[src/rtl/control_sequencer_if.sv]
`default_nettype none
// ============================================================================
// Module      : control_sequencer_if
// Description : Control bundle between the control sequencer and the
//               datapath: IR/Stop back from the datapath, every control
//               strobe plus Run out to it.
// Revision    : 1.0 - initial release
// ============================================================================
interface control_sequencer_if;
    logic [31:0] IR;
    logic        Stop;
    logic        Run;
    logic        PCout, PCin, IncPC, MARin;
    logic        MDRin, MDRout, MDMuxread, RAMread;
    logic        IRin, Yin, CSEout;
    logic        Zlowin, Zlowout, Zhighin, Zhighout;
    logic        HIin, LOin;
    logic        Gra, Grb, Grc, Rin, Rout, BAout;
    logic        ADD, SUB, AND, OR, SHR, SHRA, SHL, ROR, ROL;
    logic        MUL, DIV, NEG, NOT;
    logic        RAMwrite, CONin, InPortout, OutPortin, HIout, LOout;

    // Sequencer side
    modport master (
        input  IR, Stop,
        output Run, PCout, PCin, IncPC, MARin, MDRin, MDRout, MDMuxread,
               RAMread, IRin, Yin, CSEout, Zlowin, Zlowout, Zhighin,
               Zhighout, HIin, LOin, Gra, Grb, Grc, Rin, Rout, BAout,
               ADD, SUB, AND, OR, SHR, SHRA, SHL, ROR, ROL, MUL, DIV, NEG,
               NOT, RAMwrite, CONin, InPortout, OutPortin, HIout, LOout
    );

    // Datapath side
    modport slave (
        output IR, Stop,
        input  Run, PCout, PCin, IncPC, MARin, MDRin, MDRout, MDMuxread,
               RAMread, IRin, Yin, CSEout, Zlowin, Zlowout, Zhighin,
               Zhighout, HIin, LOin, Gra, Grb, Grc, Rin, Rout, BAout,
               ADD, SUB, AND, OR, SHR, SHRA, SHL, ROR, ROL, MUL, DIV, NEG,
               NOT, RAMwrite, CONin, InPortout, OutPortin, HIout, LOout
    );
endinterface
`default_nettype wire

[src/rtl/control_sequencer.sv]
`default_nettype none
// ============================================================================
// Module      : control_sequencer
// Description : Moore control unit for the datapath. Fetches (T0-T2), then
//               runs the execute steps for ALU reg/imm, ldi, unary, mul/div,
//               nop and halt. All strobes are registered.
// Revision    : 1.0 - initial release
// ============================================================================
module control_sequencer #(
    parameter int OP_MSB   = 31,
    parameter int OP_WIDTH = 5
) (
    input  wire logic           clock,
    input  wire logic           clear,
    control_sequencer_if.master bus
);

    localparam logic [3:0] ST_RESET = 4'd0;
    localparam logic [3:0] ST_T0    = 4'd1;
    localparam logic [3:0] ST_T1    = 4'd2;
    localparam logic [3:0] ST_T2    = 4'd3;
    localparam logic [3:0] ST_T3    = 4'd4;
    localparam logic [3:0] ST_T4    = 4'd5;
    localparam logic [3:0] ST_T5    = 4'd6;
    localparam logic [3:0] ST_T6    = 4'd7;
    localparam logic [3:0] ST_HALT  = 4'd8;

    localparam logic [OP_WIDTH-1:0] OPC_LDI  = OP_WIDTH'(5'b00001);
    localparam logic [OP_WIDTH-1:0] OPC_ADD  = OP_WIDTH'(5'b00011);
    localparam logic [OP_WIDTH-1:0] OPC_SUB  = OP_WIDTH'(5'b00100);
    localparam logic [OP_WIDTH-1:0] OPC_AND  = OP_WIDTH'(5'b00101);
    localparam logic [OP_WIDTH-1:0] OPC_OR   = OP_WIDTH'(5'b00110);
    localparam logic [OP_WIDTH-1:0] OPC_ROR  = OP_WIDTH'(5'b00111);
    localparam logic [OP_WIDTH-1:0] OPC_ROL  = OP_WIDTH'(5'b01000);
    localparam logic [OP_WIDTH-1:0] OPC_SHR  = OP_WIDTH'(5'b01001);
    localparam logic [OP_WIDTH-1:0] OPC_SHRA = OP_WIDTH'(5'b01010);
    localparam logic [OP_WIDTH-1:0] OPC_SHL  = OP_WIDTH'(5'b01011);
    localparam logic [OP_WIDTH-1:0] OPC_ADDI = OP_WIDTH'(5'b01100);
    localparam logic [OP_WIDTH-1:0] OPC_ANDI = OP_WIDTH'(5'b01101);
    localparam logic [OP_WIDTH-1:0] OPC_ORI  = OP_WIDTH'(5'b01110);
    localparam logic [OP_WIDTH-1:0] OPC_DIV  = OP_WIDTH'(5'b01111);
    localparam logic [OP_WIDTH-1:0] OPC_MUL  = OP_WIDTH'(5'b10000);
    localparam logic [OP_WIDTH-1:0] OPC_NEG  = OP_WIDTH'(5'b10001);
    localparam logic [OP_WIDTH-1:0] OPC_NOT  = OP_WIDTH'(5'b10010);
    localparam logic [OP_WIDTH-1:0] OPC_HALT = OP_WIDTH'(5'b11011);

    // Instruction classes; anything unrecognised (nop included) is CLS_NONE
    localparam logic [2:0] CLS_NONE   = 3'd0;
    localparam logic [2:0] CLS_REG    = 3'd1;
    localparam logic [2:0] CLS_IMM    = 3'd2;
    localparam logic [2:0] CLS_LDI    = 3'd3;
    localparam logic [2:0] CLS_UNARY  = 3'd4;
    localparam logic [2:0] CLS_MULDIV = 3'd5;
    localparam logic [2:0] CLS_HALT   = 3'd6;

    typedef struct packed {
        logic Run;
        logic PCout, PCin, IncPC, MARin;
        logic MDRin, MDRout, MDMuxread, RAMread;
        logic IRin, Yin, CSEout;
        logic Zlowin, Zlowout, Zhighin, Zhighout;
        logic HIin, LOin;
        logic Gra, Grb, Grc, Rin, Rout, BAout;
        logic ADD, SUB, AND, OR, SHR, SHRA, SHL, ROR, ROL;
        logic MUL, DIV, NEG, NOT;
    } ctrl_t;

    function automatic logic [2:0] op_class(input logic [OP_WIDTH-1:0] op);
        case (op)
            OPC_ADD, OPC_SUB, OPC_AND, OPC_OR, OPC_ROR,
            OPC_ROL, OPC_SHR, OPC_SHRA, OPC_SHL:   op_class = CLS_REG;
            OPC_ADDI, OPC_ANDI, OPC_ORI:           op_class = CLS_IMM;
            OPC_LDI:                               op_class = CLS_LDI;
            OPC_NEG, OPC_NOT:                      op_class = CLS_UNARY;
            OPC_MUL, OPC_DIV:                      op_class = CLS_MULDIV;
            OPC_HALT:                              op_class = CLS_HALT;
            default:                               op_class = CLS_NONE;
        endcase
    endfunction

    // Raise the single ALU select belonging to an opcode (ldi adds)
    function automatic ctrl_t with_op(input ctrl_t c, input logic [OP_WIDTH-1:0] op);
        ctrl_t r;
        r = c;
        case (op)
            OPC_ADD, OPC_ADDI, OPC_LDI: r.ADD  = 1'b1;
            OPC_SUB:                    r.SUB  = 1'b1;
            OPC_AND, OPC_ANDI:          r.AND  = 1'b1;
            OPC_OR, OPC_ORI:            r.OR   = 1'b1;
            OPC_ROR:                    r.ROR  = 1'b1;
            OPC_ROL:                    r.ROL  = 1'b1;
            OPC_SHR:                    r.SHR  = 1'b1;
            OPC_SHRA:                   r.SHRA = 1'b1;
            OPC_SHL:                    r.SHL  = 1'b1;
            OPC_MUL:                    r.MUL  = 1'b1;
            OPC_DIV:                    r.DIV  = 1'b1;
            OPC_NEG:                    r.NEG  = 1'b1;
            OPC_NOT:                    r.NOT  = 1'b1;
            default:                    r      = c;
        endcase
        return r;
    endfunction

    logic [3:0]          r_state;
    logic [OP_WIDTH-1:0] r_opcode;
    ctrl_t               r_ctrl;

    logic [3:0]          w_next_state;
    logic [OP_WIDTH-1:0] w_cur_op;
    logic [2:0]          w_cls;
    ctrl_t               w_ctrl;
    logic                w_unused_ir;

    // Only the opcode field of IR is decoded here
    assign w_unused_ir = ^bus.IR;

    // Next-state selection; the opcode is taken live from IR while in T2
    always_comb begin
        w_cur_op     = (r_state == ST_T2) ? bus.IR[OP_MSB -: OP_WIDTH] : r_opcode;
        w_cls        = op_class(w_cur_op);
        w_next_state = r_state;
        case (r_state)
            ST_RESET: w_next_state = ST_T0;
            ST_T0:    w_next_state = ST_T1;
            ST_T1:    w_next_state = ST_T2;
            ST_T2: begin
                if (w_cls == CLS_HALT)      w_next_state = ST_HALT;
                else if (w_cls == CLS_NONE) w_next_state = ST_T0;
                else                        w_next_state = ST_T3;
            end
            ST_T3:    w_next_state = ST_T4;
            ST_T4:    w_next_state = (w_cls == CLS_UNARY) ? ST_T0 : ST_T5;
            ST_T5:    w_next_state = (w_cls == CLS_MULDIV) ? ST_T6 : ST_T0;
            ST_T6:    w_next_state = ST_T0;
            ST_HALT:  w_next_state = ST_HALT;
            default:  w_next_state = ST_RESET;
        endcase
        // A stop request is only honoured on an instruction boundary
        if (w_next_state == ST_T0 && bus.Stop)
            w_next_state = ST_HALT;
        if (clear)
            w_next_state = ST_RESET;
    end

    // Strobes for the state being entered, so they register alongside it
    always_comb begin
        w_ctrl     = '0;
        w_ctrl.Run = (w_next_state >= ST_T0) && (w_next_state <= ST_T6);
        case (w_next_state)
            ST_T0: begin
                w_ctrl.PCout = 1'b1; w_ctrl.MARin = 1'b1;
                w_ctrl.IncPC = 1'b1; w_ctrl.Zlowin = 1'b1;
            end
            ST_T1: begin
                w_ctrl.Zlowout = 1'b1; w_ctrl.PCin  = 1'b1; w_ctrl.MDMuxread = 1'b1;
                w_ctrl.RAMread = 1'b1; w_ctrl.MDRin = 1'b1;
            end
            ST_T2: begin
                w_ctrl.MDRout = 1'b1; w_ctrl.IRin = 1'b1;
            end
            ST_T3: begin
                case (w_cls)
                    CLS_REG, CLS_IMM: begin
                        w_ctrl.Grb = 1'b1; w_ctrl.Rout = 1'b1; w_ctrl.Yin = 1'b1;
                    end
                    CLS_LDI: begin
                        w_ctrl.Grb = 1'b1; w_ctrl.BAout = 1'b1; w_ctrl.Yin = 1'b1;
                    end
                    CLS_UNARY: begin
                        w_ctrl.Grb = 1'b1; w_ctrl.Rout = 1'b1; w_ctrl.Zlowin = 1'b1;
                        w_ctrl = with_op(w_ctrl, w_cur_op);
                    end
                    CLS_MULDIV: begin
                        w_ctrl.Gra = 1'b1; w_ctrl.Rout = 1'b1; w_ctrl.Yin = 1'b1;
                    end
                    default: w_ctrl.Run = 1'b1;
                endcase
            end
            ST_T4: begin
                case (w_cls)
                    CLS_REG: begin
                        w_ctrl.Grc = 1'b1; w_ctrl.Rout = 1'b1; w_ctrl.Zlowin = 1'b1;
                        w_ctrl = with_op(w_ctrl, w_cur_op);
                    end
                    CLS_IMM, CLS_LDI: begin
                        w_ctrl.CSEout = 1'b1; w_ctrl.Zlowin = 1'b1;
                        w_ctrl = with_op(w_ctrl, w_cur_op);
                    end
                    CLS_UNARY: begin
                        w_ctrl.Zlowout = 1'b1; w_ctrl.Gra = 1'b1; w_ctrl.Rin = 1'b1;
                    end
                    CLS_MULDIV: begin
                        w_ctrl.Grb = 1'b1; w_ctrl.Rout = 1'b1;
                        w_ctrl.Zlowin = 1'b1; w_ctrl.Zhighin = 1'b1;
                        w_ctrl = with_op(w_ctrl, w_cur_op);
                    end
                    default: w_ctrl.Run = 1'b1;
                endcase
            end
            ST_T5: begin
                if (w_cls == CLS_MULDIV) begin
                    w_ctrl.Zlowout = 1'b1; w_ctrl.LOin = 1'b1;
                end else begin
                    w_ctrl.Zlowout = 1'b1; w_ctrl.Gra = 1'b1; w_ctrl.Rin = 1'b1;
                end
            end
            ST_T6: begin
                w_ctrl.Zhighout = 1'b1; w_ctrl.HIin = 1'b1;
            end
            default: w_ctrl.Run = 1'b0;
        endcase
    end

    // State, latched opcode and registered strobes
    always_ff @(posedge clock) begin
        if (clear) begin
            r_state  <= ST_RESET;
            r_opcode <= '0;
            r_ctrl   <= '0;
        end else begin
            r_state  <= w_next_state;
            r_opcode <= w_cur_op;
            r_ctrl   <= w_ctrl;
        end
    end

    assign bus.Run       = r_ctrl.Run;
    assign bus.PCout     = r_ctrl.PCout;
    assign bus.PCin      = r_ctrl.PCin;
    assign bus.IncPC     = r_ctrl.IncPC;
    assign bus.MARin     = r_ctrl.MARin;
    assign bus.MDRin     = r_ctrl.MDRin;
    assign bus.MDRout    = r_ctrl.MDRout;
    assign bus.MDMuxread = r_ctrl.MDMuxread;
    assign bus.RAMread   = r_ctrl.RAMread;
    assign bus.IRin      = r_ctrl.IRin;
    assign bus.Yin       = r_ctrl.Yin;
    assign bus.CSEout    = r_ctrl.CSEout;
    assign bus.Zlowin    = r_ctrl.Zlowin;
    assign bus.Zlowout   = r_ctrl.Zlowout;
    assign bus.Zhighin   = r_ctrl.Zhighin;
    assign bus.Zhighout  = r_ctrl.Zhighout;
    assign bus.HIin      = r_ctrl.HIin;
    assign bus.LOin      = r_ctrl.LOin;
    assign bus.Gra       = r_ctrl.Gra;
    assign bus.Grb       = r_ctrl.Grb;
    assign bus.Grc       = r_ctrl.Grc;
    assign bus.Rin       = r_ctrl.Rin;
    assign bus.Rout      = r_ctrl.Rout;
    assign bus.BAout     = r_ctrl.BAout;
    assign bus.ADD       = r_ctrl.ADD;
    assign bus.SUB       = r_ctrl.SUB;
    assign bus.AND       = r_ctrl.AND;
    assign bus.OR        = r_ctrl.OR;
    assign bus.SHR       = r_ctrl.SHR;
    assign bus.SHRA      = r_ctrl.SHRA;
    assign bus.SHL       = r_ctrl.SHL;
    assign bus.ROR       = r_ctrl.ROR;
    assign bus.ROL       = r_ctrl.ROL;
    assign bus.MUL       = r_ctrl.MUL;
    assign bus.DIV       = r_ctrl.DIV;
    assign bus.NEG       = r_ctrl.NEG;
    assign bus.NOT       = r_ctrl.NOT;

    // Not driven by this revision of the sequencer
    assign bus.RAMwrite  = 1'b0;
    assign bus.CONin     = 1'b0;
    assign bus.InPortout = 1'b0;
    assign bus.OutPortin = 1'b0;
    assign bus.HIout     = 1'b0;
    assign bus.LOout     = 1'b0;

endmodule
`default_nettype wire

[src/flat_wrapper.sv]
// flat-port wrapper written by rule: the top's interface ports become plain ports
module control_sequencer_flat 
#(
    parameter int OP_MSB   = 31,
    parameter int OP_WIDTH = 5
)
  (clock, clear, bus_IR, bus_Stop, bus_Run, bus_PCout, bus_PCin, bus_IncPC, bus_MARin, bus_MDRin, bus_MDRout, bus_MDMuxread, bus_RAMread, bus_IRin, bus_Yin, bus_CSEout, bus_Zlowin, bus_Zlowout, bus_Zhighin, bus_Zhighout, bus_HIin, bus_LOin, bus_Gra, bus_Grb, bus_Grc, bus_Rin, bus_Rout, bus_BAout, bus_ADD, bus_SUB, bus_AND, bus_OR, bus_SHR, bus_SHRA, bus_SHL, bus_ROR, bus_ROL, bus_MUL, bus_DIV, bus_NEG, bus_NOT, bus_RAMwrite, bus_CONin, bus_InPortout, bus_OutPortin, bus_HIout, bus_LOout);
  control_sequencer_if bus_i ();
  input  wire logic clock;
  input  wire logic clear;
  input wire logic [$bits(bus_i.IR)-1:0] bus_IR;
  input wire logic [$bits(bus_i.Stop)-1:0] bus_Stop;
  output wire logic [$bits(bus_i.Run)-1:0] bus_Run;
  output wire logic [$bits(bus_i.PCout)-1:0] bus_PCout;
  output wire logic [$bits(bus_i.PCin)-1:0] bus_PCin;
  output wire logic [$bits(bus_i.IncPC)-1:0] bus_IncPC;
  output wire logic [$bits(bus_i.MARin)-1:0] bus_MARin;
  output wire logic [$bits(bus_i.MDRin)-1:0] bus_MDRin;
  output wire logic [$bits(bus_i.MDRout)-1:0] bus_MDRout;
  output wire logic [$bits(bus_i.MDMuxread)-1:0] bus_MDMuxread;
  output wire logic [$bits(bus_i.RAMread)-1:0] bus_RAMread;
  output wire logic [$bits(bus_i.IRin)-1:0] bus_IRin;
  output wire logic [$bits(bus_i.Yin)-1:0] bus_Yin;
  output wire logic [$bits(bus_i.CSEout)-1:0] bus_CSEout;
  output wire logic [$bits(bus_i.Zlowin)-1:0] bus_Zlowin;
  output wire logic [$bits(bus_i.Zlowout)-1:0] bus_Zlowout;
  output wire logic [$bits(bus_i.Zhighin)-1:0] bus_Zhighin;
  output wire logic [$bits(bus_i.Zhighout)-1:0] bus_Zhighout;
  output wire logic [$bits(bus_i.HIin)-1:0] bus_HIin;
  output wire logic [$bits(bus_i.LOin)-1:0] bus_LOin;
  output wire logic [$bits(bus_i.Gra)-1:0] bus_Gra;
  output wire logic [$bits(bus_i.Grb)-1:0] bus_Grb;
  output wire logic [$bits(bus_i.Grc)-1:0] bus_Grc;
  output wire logic [$bits(bus_i.Rin)-1:0] bus_Rin;
  output wire logic [$bits(bus_i.Rout)-1:0] bus_Rout;
  output wire logic [$bits(bus_i.BAout)-1:0] bus_BAout;
  output wire logic [$bits(bus_i.ADD)-1:0] bus_ADD;
  output wire logic [$bits(bus_i.SUB)-1:0] bus_SUB;
  output wire logic [$bits(bus_i.AND)-1:0] bus_AND;
  output wire logic [$bits(bus_i.OR)-1:0] bus_OR;
  output wire logic [$bits(bus_i.SHR)-1:0] bus_SHR;
  output wire logic [$bits(bus_i.SHRA)-1:0] bus_SHRA;
  output wire logic [$bits(bus_i.SHL)-1:0] bus_SHL;
  output wire logic [$bits(bus_i.ROR)-1:0] bus_ROR;
  output wire logic [$bits(bus_i.ROL)-1:0] bus_ROL;
  output wire logic [$bits(bus_i.MUL)-1:0] bus_MUL;
  output wire logic [$bits(bus_i.DIV)-1:0] bus_DIV;
  output wire logic [$bits(bus_i.NEG)-1:0] bus_NEG;
  output wire logic [$bits(bus_i.NOT)-1:0] bus_NOT;
  output wire logic [$bits(bus_i.RAMwrite)-1:0] bus_RAMwrite;
  output wire logic [$bits(bus_i.CONin)-1:0] bus_CONin;
  output wire logic [$bits(bus_i.InPortout)-1:0] bus_InPortout;
  output wire logic [$bits(bus_i.OutPortin)-1:0] bus_OutPortin;
  output wire logic [$bits(bus_i.HIout)-1:0] bus_HIout;
  output wire logic [$bits(bus_i.LOout)-1:0] bus_LOout;
  assign bus_i.IR = bus_IR;
  assign bus_i.Stop = bus_Stop;
  assign bus_Run = bus_i.Run;
  assign bus_PCout = bus_i.PCout;
  assign bus_PCin = bus_i.PCin;
  assign bus_IncPC = bus_i.IncPC;
  assign bus_MARin = bus_i.MARin;
  assign bus_MDRin = bus_i.MDRin;
  assign bus_MDRout = bus_i.MDRout;
  assign bus_MDMuxread = bus_i.MDMuxread;
  assign bus_RAMread = bus_i.RAMread;
  assign bus_IRin = bus_i.IRin;
  assign bus_Yin = bus_i.Yin;
  assign bus_CSEout = bus_i.CSEout;
  assign bus_Zlowin = bus_i.Zlowin;
  assign bus_Zlowout = bus_i.Zlowout;
  assign bus_Zhighin = bus_i.Zhighin;
  assign bus_Zhighout = bus_i.Zhighout;
  assign bus_HIin = bus_i.HIin;
  assign bus_LOin = bus_i.LOin;
  assign bus_Gra = bus_i.Gra;
  assign bus_Grb = bus_i.Grb;
  assign bus_Grc = bus_i.Grc;
  assign bus_Rin = bus_i.Rin;
  assign bus_Rout = bus_i.Rout;
  assign bus_BAout = bus_i.BAout;
  assign bus_ADD = bus_i.ADD;
  assign bus_SUB = bus_i.SUB;
  assign bus_AND = bus_i.AND;
  assign bus_OR = bus_i.OR;
  assign bus_SHR = bus_i.SHR;
  assign bus_SHRA = bus_i.SHRA;
  assign bus_SHL = bus_i.SHL;
  assign bus_ROR = bus_i.ROR;
  assign bus_ROL = bus_i.ROL;
  assign bus_MUL = bus_i.MUL;
  assign bus_DIV = bus_i.DIV;
  assign bus_NEG = bus_i.NEG;
  assign bus_NOT = bus_i.NOT;
  assign bus_RAMwrite = bus_i.RAMwrite;
  assign bus_CONin = bus_i.CONin;
  assign bus_InPortout = bus_i.InPortout;
  assign bus_OutPortin = bus_i.OutPortin;
  assign bus_HIout = bus_i.HIout;
  assign bus_LOout = bus_i.LOout;
  control_sequencer #(.OP_MSB(OP_MSB), .OP_WIDTH(OP_WIDTH)) u_core (.clock(clock), .clear(clear), .bus(bus_i));
endmodule
[config.mk]
export PLATFORM = sky130hd
export DESIGN_NAME = control_sequencer_flat
export DESIGN_NICKNAME = d
export VERILOG_FILES = /design/src/rtl/control_sequencer_if.sv /design/src/rtl/control_sequencer.sv /design/src/flat_wrapper.sv
export SDC_FILE = /design/constraint.sdc
export NUM_CORES = 1
export LEC_CHECK = 0
export CAP_MARGIN = 15
export CELL_PAD_IN_SITES_DETAIL_PLACEMENT = 1
export CELL_PAD_IN_SITES_GLOBAL_PLACEMENT = 1
export CORE_MARGIN = 2
export CORE_UTILIZATION = 34
export DETAILED_ROUTE_END_ITERATION = 8
export GPL_TIMING_DRIVEN = 0
export PLACE_DENSITY = 0.84
export SYNTH_ARGS = -nofsm -noshare
export SYNTH_HDL_FRONTEND = slang
export SYNTH_SLANG_ARGS = --single-unit
[constraint.sdc]
create_clock -name clock -period 6 [get_ports clock]
set_input_delay 1.8 -clock clock [delete_from_list [all_inputs] [get_ports clock]]
set_output_delay 1.8 -clock clock [all_outputs]
set_load 0.02 [all_outputs]
[Yosys cells after proc, flatten, opt, wreduce, memory -nomap -nowiden]
Memories as Yosys holds them, arrays and structs flattened.
Cells that the tools add are included.
Cells by class
  magnitude comparators: 2
  equality and inequality tests: 39
  muxes and demuxes: 52
  reductions and logical operators: 17
Operators by type and width (number)
  $pmux 15 s2: 2
  $eq 5x4->1 const B: 8
  $eq 4x3->1 const B: 8
  $pmux 4 s8: 1
  $pmux 2 s2: 6
  $mux 1: 21
  $eq 5x3->1 const B: 4
  $eq 4x2->1 const B: 4
  $mux 4: 4
  $pmux 1 s2: 8
  $eq 5x5->1 const B: 3
  $reduce_or 2->1: 7
  $mux 13: 1
  $eq 4x1->1 const B: 3
  $pmux 2 s3: 2
  $reduce_or 4->1: 3
  $reduce_or 5->1: 2
  $eq 3x3->1 const B: 3
  $mux 3: 3
  $eq 3x2->1 const B: 2
  $mux 6: 1
  $pmux 1 s3: 2
  $eq 5x1->1 const B: 1
  $eq 5x2->1 const B: 1
  9 further kinds: 10
Word-level totals
  register bits after elaboration: 46
  memory bits (read-only): 96
  input bits: 35
  output and inout bits: 43
  logic and storage cells: 150
  memories: 1
Memories
  (name not given): words 32, width 3, rd ports 1, clocked after Yosys merged registers in 0, wr ports 0, RTL line control_sequencer.sv:69  | case (op)

[Longest topological paths before layout]
An unclocked memory read counts as a cell.
  depth after elaboration: 15
  gate-level depth with buffers: 11
  depth with buffers taken out: 8

[Worst setup path before layout]
No wires, ideal clock.
  path kind: input -> register
  start: input port bus_IR[29]
  end: register u_core.r_ctrl (netlist bit u_core.bus.ROL)
  setup time: 0.092 ns
  data arrival time: 3.859 ns
  required time: 5.908 ns
  setup slack: 2.049 ns
  stages: 9
  buffers on the path: 2
  cell sequence: buf_2 a211o_1 a221o_1 o21a_1 a32o_1 a21oi_4 mux2_4 buf_6 nor4_1
On the way
  word-level cells in the longest chain between the ends: 12
  elaborated cells between the ends (all ways): 27
  those cells by class: eq/ne (10); mux (12); reduce/logical (4); memory (1)
Ends and longest elaborated chain
  start, declared: RTL line flat_wrapper.sv:11  | input wire logic [$bits(bus_i.IR)-1:0] bus_IR;
  $mux 5 (*): RTL line control_sequencer.sv:119  | w_cur_op = (r_state == ST_T2) ? bus.IR[OP_MSB -: OP_WIDTH] : r_opcode;
  $mem_v2 32x3
  $logic_not 3->1: RTL line control_sequencer.sv:128  | else if (w_cls == CLS_NONE) w_next_state = ST_T0;
  $mux 3: RTL line control_sequencer.sv:128
  $mux 4: RTL line control_sequencer.sv:127  | if (w_cls == CLS_HALT) w_next_state = ST_HALT;
  $pmux 4 s8: RTL line control_sequencer.sv:122  | case (r_state)
  $eq 4x1->1: RTL line control_sequencer.sv:139  | if (w_next_state == ST_T0 && bus.Stop)
  $logic_and 1x1->1: RTL line control_sequencer.sv:139
  $mux 4: RTL line control_sequencer.sv:139
  $mux 4: RTL line control_sequencer.sv:141  | if (clear)
  $eq 4x3->1: RTL line control_sequencer.sv:149  | case (w_next_state)
  $pmux 15 s2 (*): RTL line control_sequencer.sv:149
  end signal, assigned: RTL line control_sequencer.sv:223  | r_ctrl <= w_ctrl;
  end, declared: RTL line control_sequencer.sv:106  | ctrl_t r_ctrl;
Mark *: on every way between the ends. The rest lies on a longest branch, timed or not.
A chain may end at the register's enable or synchronous reset.

[Final worst setup path]
  start: input port bus_IR[30]
  end: register u_core.r_ctrl (netlist bit u_core.bus.SHRA)
The elaborated chain is that of the path after synthesis.

==> qor.yml <==
cts_setup_buffers: 0
ff_latch_area_um2: 781
grt_max_degree: 13
async_flop_share_pct: 0
finalNetCount: 337
worstMarginPinSlew_ns: 0.578
antenna_left: 0
setup-tns-final_ns: 0
htree_levels: 2
coreArea_um2: 5920
yosysSeqAreaShare_pct: 37.5
p_comb_share_pct: 42.1
p_leak_nw: 1.02
power_density_nw_per_um2: 336
top_register: "u_core.r_opcode"
dpl.hpwl_um: 4240
hp-class: "reg -> reg"
final_cells: 378
ctsHoldBuffers: 0
io_buffers: 42
finalWirelength_um: 5760
syn-cell-area_um2: 2080
max_slew_margin_pct: 60.4
area_delta_synth_final_pct: 31.2
cts_resized: 0
cts_sinks: 39
layout-drive-gt1-share_pct: 13.5
antennaDiodeCount: 0
status: "completed"
dpl.cell_count: 370
pwr-share-seq_pct: 33.0
worst_ep_required_time_ns: 6.19
cap_violations: 0
p_switching_mw: 0.330
clock_power_share_pct: 24.9
worstSetupStartpointType: "input pin"
min_period_over_period_pct: 76.4
arrival_ns: 4.78
rows: 28
die-area_um2: 6770
synth_ff_type: "dfxtp_1"
track_usage_pct: 17.7
cts_buffers: 5
ios: 78
ir_drop_uv: 220
ys_types: 53
viasPerCell: 5.32
cts-root-buf: "clkbuf_8"
yosys_warnings: 0
clk_pin_slew_ns: 0.08
clock-skew-final_ns: 0.00898
timing.final.crit_period_ns: 4.58
grt_setup_unrepaired: "false"
setup-violations-final: 0
internal_power_mw: 0.588
synth.avg_cell_area_um2: 8.40
switching_share_pct: 36.0
grt_pass1_wl_um: 9340
die_w_um: 82.3
finalPower_mw: 0.918
drt-pass1-iter-count: 4
ys_seq_elements: 39
end_kind: "flip-flop"
gp_congestion: 0.886
cts_tree: "yes"
die_h_um: 82.3
vias: 2012
synth-edff-count: 0
grt_pass1_vias: 1929
cts_buffer_depth: 2
clock_latency_ns: 0.29
largest_register_ff_count: 5
path_class: "in -> reg"
fillers: 698
wire_per_inst_um: 15.2
final-hold-violation-count: 0
antenna_found_initial: 0
drc: 0
drt_iter0_markers: 83
multiInputGateArea_um2: 1090
drv_slew: 0
grt_overflow: 0
cp_max_fo: 10
max_freq_ghz: 0.218
netlist_instances: 248
start_util_pct: 35.2
reg_top3: "u_core.r_opcode (5), u_core.r_state (4)"
## logic make-up after synthesis
kind of cell	after synthesis	synth area share, %
and+or+nand+nor	111	28.7
AOI/OAI and AO/OA	45	16.0
DFF	39	37.5
buffers and inverters	39	10.9
muxes	9	5.11
xor gates and xnor gates	4	1.68
other	1	0.180
## synthesized netlist by cell type (all sizes together) (5+ instances only)
master | instances | area share [%]
dfxtp | 39 | 38
o21ai | 7 | 1.7
nor4 | 11 | 3.3
mux2i | 5 | 2.4
clkbuf | 10 | 1.8
a31oi | 6 | 1.8
a21oi | 9 | 2.7
nand2 | 25 | 4.5
nand3b | 5 | 1.8
nor3 | 10 | 2.4
inv | 6 | 1.1
nand3 | 6 | 1.4
nor2 | 20 | 3.6
nand2b | 8 | 2.4
nor2b | 5 | 1.5
buf | 23 | 8.0
## cell usage in the layout, fill, tap and decap left out, types with 7 or more instances in the layout
master	count
buf_4	13
nand2_1	25
buf_2	7
nor3_1	10
a21oi_1	8
nor4_1	11
dfxtp_1	39
clkbuf_1	10
nand2b_1	8
nor2_1	20
clkdlybuf4s50_1	42
## worst max-delay path: stages
cell	delay (ns)
clkdlybuf4s50_1	0.53
clkbuf_1	0.38
nand4_1	0.20
mux2_2	0.32
mux2_4	0.33
and3b_4	0.21
a21oi_4	0.22
mux2_4	0.35
buf_6	0.15
nor4_1	0.27
## per-stage QoR
step | instance area (µm²) | worst slack, ns | hold WS, ns | utilization, %
after global placement | 2620 | 1.21 | 0.623 | 44.2
after CTS | 2730 | 1.45 | 0.653 | 46.2
after floorplan | 2100 | 2.05 | 0.580 | -
after global routing | 2730 | 1.27 | 0.701 | 46.2
final | 2730 | 1.42 | 0.649 | 46.2
after detailed placement | 2620 | 1.19 | 0.639 | 44.2
## per-layer routing
metal | global-route usage, % | routed length (µm)
met1 | 23.7 | 2680
met4 | 6.33 | 104
met2 | 29.1 | 2700
met3 | 2.17 | 277
met5 | 0 | 0
## final timing paths
check             cells after the start                            end  slack (ns)                           from
hold reg to reg                       3  u_core.r_opcode[0]$_SDFF_PP0_        0.65  u_core.r_opcode[0]$_SDFF_PP0_
hold / removal                        3  u_core.r_opcode[0]$_SDFF_PP0_        0.65  u_core.r_opcode[0]$_SDFF_PP0_
setup / recovery                     10     u_core.bus.SHRA$_SDFF_PP0_        1.42                     bus_IR[30]
setup reg to reg                      9     u_core.bus.SHRA$_SDFF_PP0_        3.10   u_core.r_state[0]$_SDFF_PP0_
## final cells by class
| type | instances | area share, % |
|---|---|---|
| Buffer | 33 | 7.46 |
| Clock buffer | 6 | 3.02 |
| Clock inverter | 2 | 1.28 |
| Inverter | 6 | 0.824 |
| Multi-Input combinational cell | 175 | 40.0 |
| Sequential cell | 39 | 28.6 |
| Tap cell | 75 | 3.43 |
| Timing Repair Buffer | 42 | 15.4 |
## power by group through the flow
stage	Combinational (mW)	Sequential, mW	Clock (mW)
2_1_floorplan	0.254	0.323	0
4_1_cts	0.385	0.303	0.232
3_3_place_gp	0.371	0.307	0
5_1_grt	0.426	0.306	0.243
3_5_place_dp	0.381	0.309	0
6_report	0.386	0.303	0.228
(Power assumes the default switching activity.)
